<file path="src/rtl/axi4_rd_arbiter.sv">
// axi4_rd_arbiter: shares one downstream AXI4 read port (AR + R) among
// NUM_MST upstream masters. Round-robin AR arbitration with a per-master
// outstanding-burst limit; ARID is prefixed with the master index and R beats
// are routed back by that RID prefix.
// Optional build macro AXI_ARB_QOS_EN: adds s_arqos/m_arqos and makes the
// arbiter prefer the highest-QoS eligible master (ties resolved round-robin).
module axi4_rd_arbiter #(
  parameter int NUM_MST  = 4,
  parameter int AW       = 32,
  parameter int DW       = 64,
  parameter int IDW      = 4,
  parameter int MAX_OUTS = 4,
  localparam int MW      = (NUM_MST > 1) ? $clog2(NUM_MST) : 1
) (
  input  logic                   clk,
  input  logic                   rst,
  input  logic [NUM_MST-1:0]     s_arvalid,
  input  logic [NUM_MST*AW-1:0]  s_araddr,
  input  logic [NUM_MST*IDW-1:0] s_arid,
  input  logic [NUM_MST*8-1:0]   s_arlen,
`ifdef AXI_ARB_QOS_EN
  input  logic [NUM_MST*4-1:0]   s_arqos,
  output logic [3:0]             m_arqos,
`endif
  output logic [NUM_MST-1:0]     s_arready,
  output logic [NUM_MST-1:0]     s_rvalid,
  output logic [DW-1:0]          s_rdata,
  output logic [IDW-1:0]         s_rid,
  output logic [1:0]             s_rresp,
  output logic                   s_rlast,
  input  logic [NUM_MST-1:0]     s_rready,
  output logic                   m_arvalid,
  output logic [AW-1:0]          m_araddr,
  output logic [MW+IDW-1:0]      m_arid,
  output logic [7:0]             m_arlen,
  input  logic                   m_arready,
  input  logic                   m_rvalid,
  input  logic [DW-1:0]          m_rdata,
  input  logic [MW+IDW-1:0]      m_rid,
  input  logic [1:0]             m_rresp,
  input  logic                   m_rlast,
  output logic                   m_rready,
  output logic                   rid_err
);

  localparam int CW = $clog2(MAX_OUTS + 1);

  typedef enum logic {IDLE, GRANT} state_t;

  state_t        state_reg, state_next;
  logic [MW-1:0] gnt_reg, gnt_next;
  logic [MW-1:0] rr_ptr_reg, rr_ptr_next;
  logic [CW-1:0] outs_cnt_reg [NUM_MST];
  logic          rid_err_reg;

  logic [NUM_MST-1:0] elig;
  logic               pick_found;
  logic [MW-1:0]      pick_idx;
  logic [MW:0]        cand;
  logic [MW-1:0]      cand_idx;
`ifdef AXI_ARB_QOS_EN
  logic [3:0]         best_qos;
`endif
  logic               ar_fire;

  logic [MW-1:0]      r_idx;
  logic               r_idx_ok;
  logic               r_beat;
  logic               r_done;
  logic [NUM_MST-1:0] cnt_inc;
  logic [NUM_MST-1:0] cnt_dec_req;
  logic [NUM_MST-1:0] cnt_undf;

  // R path decode: the RID prefix selects the upstream master
  assign r_idx    = m_rid[MW+IDW-1:IDW];
  assign r_idx_ok = ({1'b0, r_idx} < (MW+1)'(NUM_MST));
  // An out-of-range index is drained so the downstream port never locks up
  assign m_rready = r_idx_ok ? s_rready[r_idx] : 1'b1;
  assign r_beat   = m_rvalid && m_rready;
  assign r_done   = r_beat && m_rlast && r_idx_ok;

  assign s_rdata  = m_rdata;
  assign s_rid    = m_rid[IDW-1:0];
  assign s_rresp  = m_rresp;
  assign s_rlast  = m_rlast;
  assign rid_err  = rid_err_reg;

  // Granted master's request is muxed straight through while in GRANT
  assign m_araddr = s_araddr[gnt_reg*AW +: AW];
  assign m_arid   = {gnt_reg, s_arid[gnt_reg*IDW +: IDW]};
  assign m_arlen  = s_arlen[gnt_reg*8 +: 8];
`ifdef AXI_ARB_QOS_EN
  assign m_arqos  = s_arqos[gnt_reg*4 +: 4];
`endif

  // Per-master eligibility, handshake steering and outstanding counters
  for (genvar gi = 0; gi < NUM_MST; gi++) begin : g_mst
    assign elig[gi]        = s_arvalid[gi] && (outs_cnt_reg[gi] < CW'(MAX_OUTS));
    assign s_arready[gi]   = (state_reg == GRANT) && (gnt_reg == MW'(gi)) && m_arready;
    assign s_rvalid[gi]    = m_rvalid && r_idx_ok && (r_idx == MW'(gi));
    assign cnt_inc[gi]     = ar_fire && (gnt_reg == MW'(gi));
    assign cnt_dec_req[gi] = r_done && (r_idx == MW'(gi));
    assign cnt_undf[gi]    = cnt_dec_req[gi] && (outs_cnt_reg[gi] == '0);

    // Saturating counter; simultaneous issue and completion cancel out
    always_ff @(posedge clk) begin
      if (rst) begin
        outs_cnt_reg[gi] <= '0;
      end else if (cnt_inc[gi] && !(cnt_dec_req[gi] && !cnt_undf[gi])) begin
        if (outs_cnt_reg[gi] != CW'(MAX_OUTS))
          outs_cnt_reg[gi] <= outs_cnt_reg[gi] + 1'b1;
      end else if (cnt_dec_req[gi] && !cnt_undf[gi] && !cnt_inc[gi]) begin
        outs_cnt_reg[gi] <= outs_cnt_reg[gi] - 1'b1;
      end
    end
  end

  // Arbitration: scan from rr_ptr with wrap, first eligible (or best QoS) wins
  always_comb begin
    pick_found = 1'b0;
    pick_idx   = '0;
    cand       = '0;
    cand_idx   = '0;
`ifdef AXI_ARB_QOS_EN
    best_qos   = '0;
`endif
    for (int k = 0; k < NUM_MST; k++) begin
      cand = {1'b0, rr_ptr_reg} + (MW+1)'(k);
      if (cand >= (MW+1)'(NUM_MST))
        cand = cand - (MW+1)'(NUM_MST);
      cand_idx = cand[MW-1:0];
`ifdef AXI_ARB_QOS_EN
      // Strict '>' keeps the earliest round-robin candidate on a QoS tie
      if (elig[cand_idx] && (!pick_found || (s_arqos[cand_idx*4 +: 4] > best_qos))) begin
        pick_found = 1'b1;
        pick_idx   = cand_idx;
        best_qos   = s_arqos[cand_idx*4 +: 4];
      end
`else
      if (!pick_found && elig[cand_idx]) begin
        pick_found = 1'b1;
        pick_idx   = cand_idx;
      end
`endif
    end
  end

  // FSM next state and AR outputs; grant is held until the handshake
  always_comb begin
    state_next  = state_reg;
    gnt_next    = gnt_reg;
    rr_ptr_next = rr_ptr_reg;
    m_arvalid   = 1'b0;
    ar_fire     = 1'b0;
    case (state_reg)
      IDLE: begin
        if (pick_found) begin
          gnt_next   = pick_idx;
          state_next = GRANT;
        end
      end
      GRANT: begin
        m_arvalid = 1'b1;
        if (m_arready) begin
          ar_fire     = 1'b1;
          rr_ptr_next = (gnt_reg == MW'(NUM_MST - 1)) ? '0 : gnt_reg + 1'b1;
          state_next  = IDLE;
        end
      end
      default: state_next = IDLE;
    endcase
  end

  // FSM state, grant, round-robin pointer and error pulse registers
  always_ff @(posedge clk) begin
    if (rst) begin
      state_reg   <= IDLE;
      gnt_reg     <= '0;
      rr_ptr_reg  <= '0;
      rid_err_reg <= 1'b0;
    end else begin
      state_reg   <= state_next;
      gnt_reg     <= gnt_next;
      rr_ptr_reg  <= rr_ptr_next;
      rid_err_reg <= (r_beat && !r_idx_ok) || (|cnt_undf);
    end
  end

endmodule

</file>
<file path="config.mk">
export PLATFORM = sky130hd
export DESIGN_NAME = axi4_rd_arbiter
export DESIGN_NICKNAME = d
export VERILOG_FILES = /design/src/rtl/axi4_rd_arbiter.sv
export SDC_FILE = /design/constraint.sdc
export NUM_CORES = 1
export LEC_CHECK = 0
export BUFFER_PORTS_ARGS = -buffer_cell sky130_fd_sc_hd__clkbuf_2
export CORE_AREA = 3 3 150 152
export CTS_CLUSTER_DIAMETER = 80
export DETAILED_ROUTE_END_ITERATION = 10
export DIE_AREA = 0 0 153 155
export PLACE_DENSITY = 0.43
export SETUP_SLACK_MARGIN = 0.3
export SLEW_MARGIN = 30
export SYNTH_ARGS = -nofsm -noshare
export SYNTH_HDL_FRONTEND = slang
export SYNTH_SLANG_ARGS = --single-unit
</file>
<file path="constraint.sdc">
create_clock -name clk -period 6.3 [get_ports clk]
set_input_delay 0.315 -clock clk [delete_from_list [all_inputs] [get_ports clk]]
set_output_delay 0.315 -clock clk [all_outputs]
set_load 0.01 [all_outputs]
</file>
# --- Word level (Yosys, flattened, before mapping) ---
# Memories as Yosys holds them, arrays and structs flattened.
# Index checks and enable logic that the tools add are counted.
word_totals:
  in_bits: 261
  wordCells: 196
  reg_bits: 6
  n_memories: 1
  output_inout_bits: 128
  mem_bits_rw: 12
op_classes:
  eq_ne: 10
  n_lt_le_gt_ge: 13
  addsub: 16
  n_bitwise: 9
  reduce_logical: 69
  shifts: 3
  muxes: 71
mem_list:
  columns: ["memory", "depth", "width", "read_ports", "rd_ports_with_merged_regs", "wr", "line_no", "source"]
  rows:
  - ["outs_cnt_reg", 4, 3, 4, 0, 4, "53", "logic [CW-1:0] outs_cnt_reg [NUM_MST];"]
ops:
  columns: ["cell", "n"]
  rows:
  - ["$shiftx 128x8->32", 1]
  - ["$mux 1", 48]
  - ["$logic_and 1x1->1", 45]
  - ["$shiftx 32x6->8", 1]
  - ["$mux 3", 8]
  - ["$mux 2", 9]
  - ["$shiftx 16x5->4", 1]
  - ["$logic_not 1->1", 15]
  - ["$lt 2x3->1 const B", 5]
  - ["$add 3x1->3 const B", 4]
  - ["$logic_not 3->1", 4]
  - ["$lt 3x3->1 const B", 4]
  - ["$ne 3x3->1 const B", 4]
  - ["$sub 3x1->3 const B", 4]
  - ["$bmux 1 s2", 5]
  - ["$ge 3x3->1 const B", 3]
  - ["$eq 2x2->1 const B", 4]
  - ["$or 1x1->1", 8]
  - ["$sub 2x1->2 const B", 4]
  - ["$add 2x2->3 const B", 2]
  - ["$eq 2x1->1 const B", 2]
  - ["$logic_not 2->1", 2]
  - ["$reduce_and 2->1", 2]
  - ["$reduce_or 4->1", 1]
  - ["5 further kinds", 5]

# --- Depth between registers and ports, before layout ---
# An unclocked memory read counts as a cell.
depth:
  word_depth: 17
  mapped_depth: 11
  mapped_depth_nobuf: 9

# --- Worst setup path after synthesis ---
# OpenSTA, ideal clock, no wires.
synth_path:
  kind: "register to register"
  startpoint: "reg gnt_reg[0]"
  endpoint: "mem outs_cnt_reg[2][2] in the netlist's numbering, data pin"
  arrival_ns: 2.756
  path_stages_with_launch: 11
  setup_ns: 0.157
  period_less_slack_ns: 2.912
  n_path_buf: 2
  path_slack_ns: 3.388
  required_time_ns: 6.143
  cell_sequence: "dfxtp_1 buf_2 buf_2 inv_1 ha_1 nand3_2 nand3_1 fa_1 or4_2 o311a_1 nor3_1"
synth_rtl:
  columns: ["element", "line_no", "source"]
  rows:
  - ["start, declared", "51", "logic [MW-1:0] gnt_reg, gnt_next;"]
  - ["start signal, assigned", "183", "gnt_reg <= gnt_next;"]
  - ["end, declared", "53", null]

==> results.ini <==
[die]
die-area_um2=23720
die_x_um=153
core_area_um2=21150
die_h_um=155
start_util_pct=15.26
rows=53
io_pins=389

[clocking]
cts_tree=built
cts_max_level=1
post_cts_buffers=0
numCtsBuffers=3
clkLatencyLatePin_ns=0.25
cts_hold_buf=0
root_buffer=clkbuf_16
cts.sinks=18
cts_max_path_buffers=2
post_cts_resize_count=0
clk_pin_slew_ns=0.06

[synth]
synth-xor-area-share_pct=0.8140
synth_top_family_by_area=multiplexers
yosysTopAreaCellShare_pct=32.09
avgSynthCellArea_um2=10.41
yosysTopAreaCell=mux4_2
yosysMostFrequentCell=buf_4
syn_nets=585
ys_async_sr_fraction_pct=0
yosysUniqueCellTypes=52
synth.area.mux_share_pct=32.71
netlist_top_cells_count=buf_4 (71), mux4_2 (46), inv_1 (15)
synth_ff_type=edfxtp_1
synthSimpleGateAreaFrac_pct=15.23
synth_compound_area_share_pct=9.302
synth_area_um2=3228
synthCells=310
synth_edf_count=12
yosys.area_share.adder_pct=5.659
yosys_warnings=0
synth-seq-cells=18
synthTopCellsByArea=mux4_2 (32%), buf_4 (17%), edfxtp_1 (11%)
yosysSeqAreaShare_pct=14.88

[final_layout]
nets=752
fin_util_pct=20.33
drive_above_1_share_pct=65.55
syn2layout_area_growth_pct=33.26
largest_reg_flops=12
fillers=2352

[hold_path]
hold_end=state_reg
holdPathStages=2
worstHoldPathType=input pin to flop
min_from=m_arready

[routing]
wl_per_cell_um=18.04
post-route-drc-count=0
drt_iter0_markers=193
ant_nets=0
drt_wl_total_um=13600
drt_pass1_iterations=4
vias_per_cell=4.338
num_vias=3271

[power_and_ir_drop]
p_leak_nw=1.914
powerDensity_nw_per_um2=141.8
vdd_drop_max_uv=57.66

[worst_setup_path]
r2r_setup_slack_ns=3.53
rr_endpoint=outs_cnt_reg[2][2]
critPathRequiredTime_ns=6.39
critPathMaxFanout=29
cp-end-kind=flop
critPathLaunchType=flop
r2r_start=gnt_reg[0]
reg2reg_depth=8
crit_chain=inv_1 -> ha_1 -> nand3_2 -> nand3_1 -> fa_1 -> or4_2 -> o311a_1 -> nor3_1
worstSetupPathType=flop to flop
crit_arrival_ns=2.86
max_stage_delay_ns=0.67
critical-path-slowest-cell=dfxtp_4

[timing]
slew_violations=0
slew-limit-headroom_pct=57.50
post-route-period-util_pct=43.90
setup_viol=0
finalCriticalPeriod_ns=2.766
worst_slew_pin_slew_ns=0.6375
grt_setup_unrepaired=false
fin_setup_tns_ns=0
skew_ns=0.005676
hold_violations=0
max_clock_freq_ghz=0.3616
hold_slack_ns=0.3772

[global_routing]
grt_pass1_vias=3373
grt_use_total_pct=10.72
antenna_found_initial=3
grt_max_degree=51
grt_pass1_wl_um=20160
grt.overflow.total=0

[run_status]
status=finished clean

[place]
io_buffers=248
routabilityCongestion=0.7537
hpwl_um=11990

[flow_run]
cap_violations=0

[cell usage in the layout (no fill, tap or decap), drive strengths merged, types with 2 or more instances in the layout]
master,Yosys,final
mux2i,2,2
a21boi,2,2
mux4,46,46
o21ai,5,5
nor2b,6,6
edfxtp,12,12
a221o,2,2
nand2b,11,11
nand3b,4,4
a211oi,2,2
and3,5,5
inv,15,15
o211ai,2,2
o311a,3,3
or3,3,3
nand2,10,10
dfxtp,6,6
ha,13,13
diode,0,3
o41ai,2,2
and3b,2,2
nand3,8,8
nor3,11,11
a311oi,5,5
nor4,4,4
a21oi,8,8
xnor2,3,3
nand4,2,2
or4,2,2
a31oi,4,4
clkbuf,8,252
nor2,11,11
nor3b,3,3
buf,80,2
[report_power, final]
part / internal, W / leakage, nW / switching [W]
clock network: 0.0000861 / 0.0382 / 0.0000474
logic: 0.000174 / 1.70 / 0.000145
registers: 0.000135 / 0.175 / 0.0000215
[worst max-delay path: cells and delay by family, from the launching register on]
family | cells | cell delay, ns
AOI/OAI and AO/OA | 1 | 0.15
DFF | 1 | 0.67
and+or+nand+nor | 4 | 1.01
buffers and inverters | 1 | 0.13
adders and majority gates | 2 | 0.63
[layout make-up]
| cell class | count | area [um2] | share of cell area [%] |
|---|---|---|---|
| multi-input cells | 188 | 2057 | 47.82 |
| repair buffers | 250 | 1269 | 29.49 |
| flip-flops and latches | 18 | 485.5 | 11.29 |
| well taps | 275 | 344.1 | 7.999 |
| clock buffers | 4 | 78.83 | 1.832 |
| inverters | 16 | 60.06 | 1.396 |
| diodes | 3 | 7.507 | 0.1745 |
[per-stage QoR]
stage                     cell area (um2)  power [W]  std cells  setup WS, ns
after global placement               4195  0.0004834        746         3.157
final                                4302  0.0006098        754         3.534
after global routing                 4302  0.0006543        754         3.235
after floorplan                      3228  0.0003821        310         3.388
after detailed placement             4195  0.0004826        746         3.122
after CTS                            4274  0.0006188        750         3.108
[worst max-delay path by stage]
stage / slack, ns / cells past startpoint / start / to
finish: 3.53 / 8 / gnt_reg[0] / outs_cnt_reg[2][2]
global route: 3.23 / 8 / gnt_reg[0] / outs_cnt_reg[2][2]
CTS: 3.11 / 8 / gnt_reg[0] / outs_cnt_reg[2][2]
detailed placement: 3.12 / 8 / gnt_reg[0] / outs_cnt_reg[2][2]
global placement: 3.16 / 8 / gnt_reg[0] / outs_cnt_reg[2][2]
floorplan: 3.39 / 10 / gnt_reg[0] / outs_cnt_reg[2][2]
[logic make-up (layout without fill, tap and decap cells)]
group	count (synthesis)	count (layout)
simple gates	83	83
compound gates	40	40
flops	18	18
xor+xnor	3	3
other cells	0	3
buf+inv	104	270
mux	48	48
fa+ha+maj	14	14
[metal layers]
layer / routed length, um / global-route usage, % / share of wire [%]
met5: 0 / 0 / 0
met4: 307 / 3.437 / 2.3
met3: 1072 / 2.754 / 7.9
met2: 6783 / 18.40 / 50
met1: 5435 / 13.22 / 40
Power figures use the tool's default switching activity.
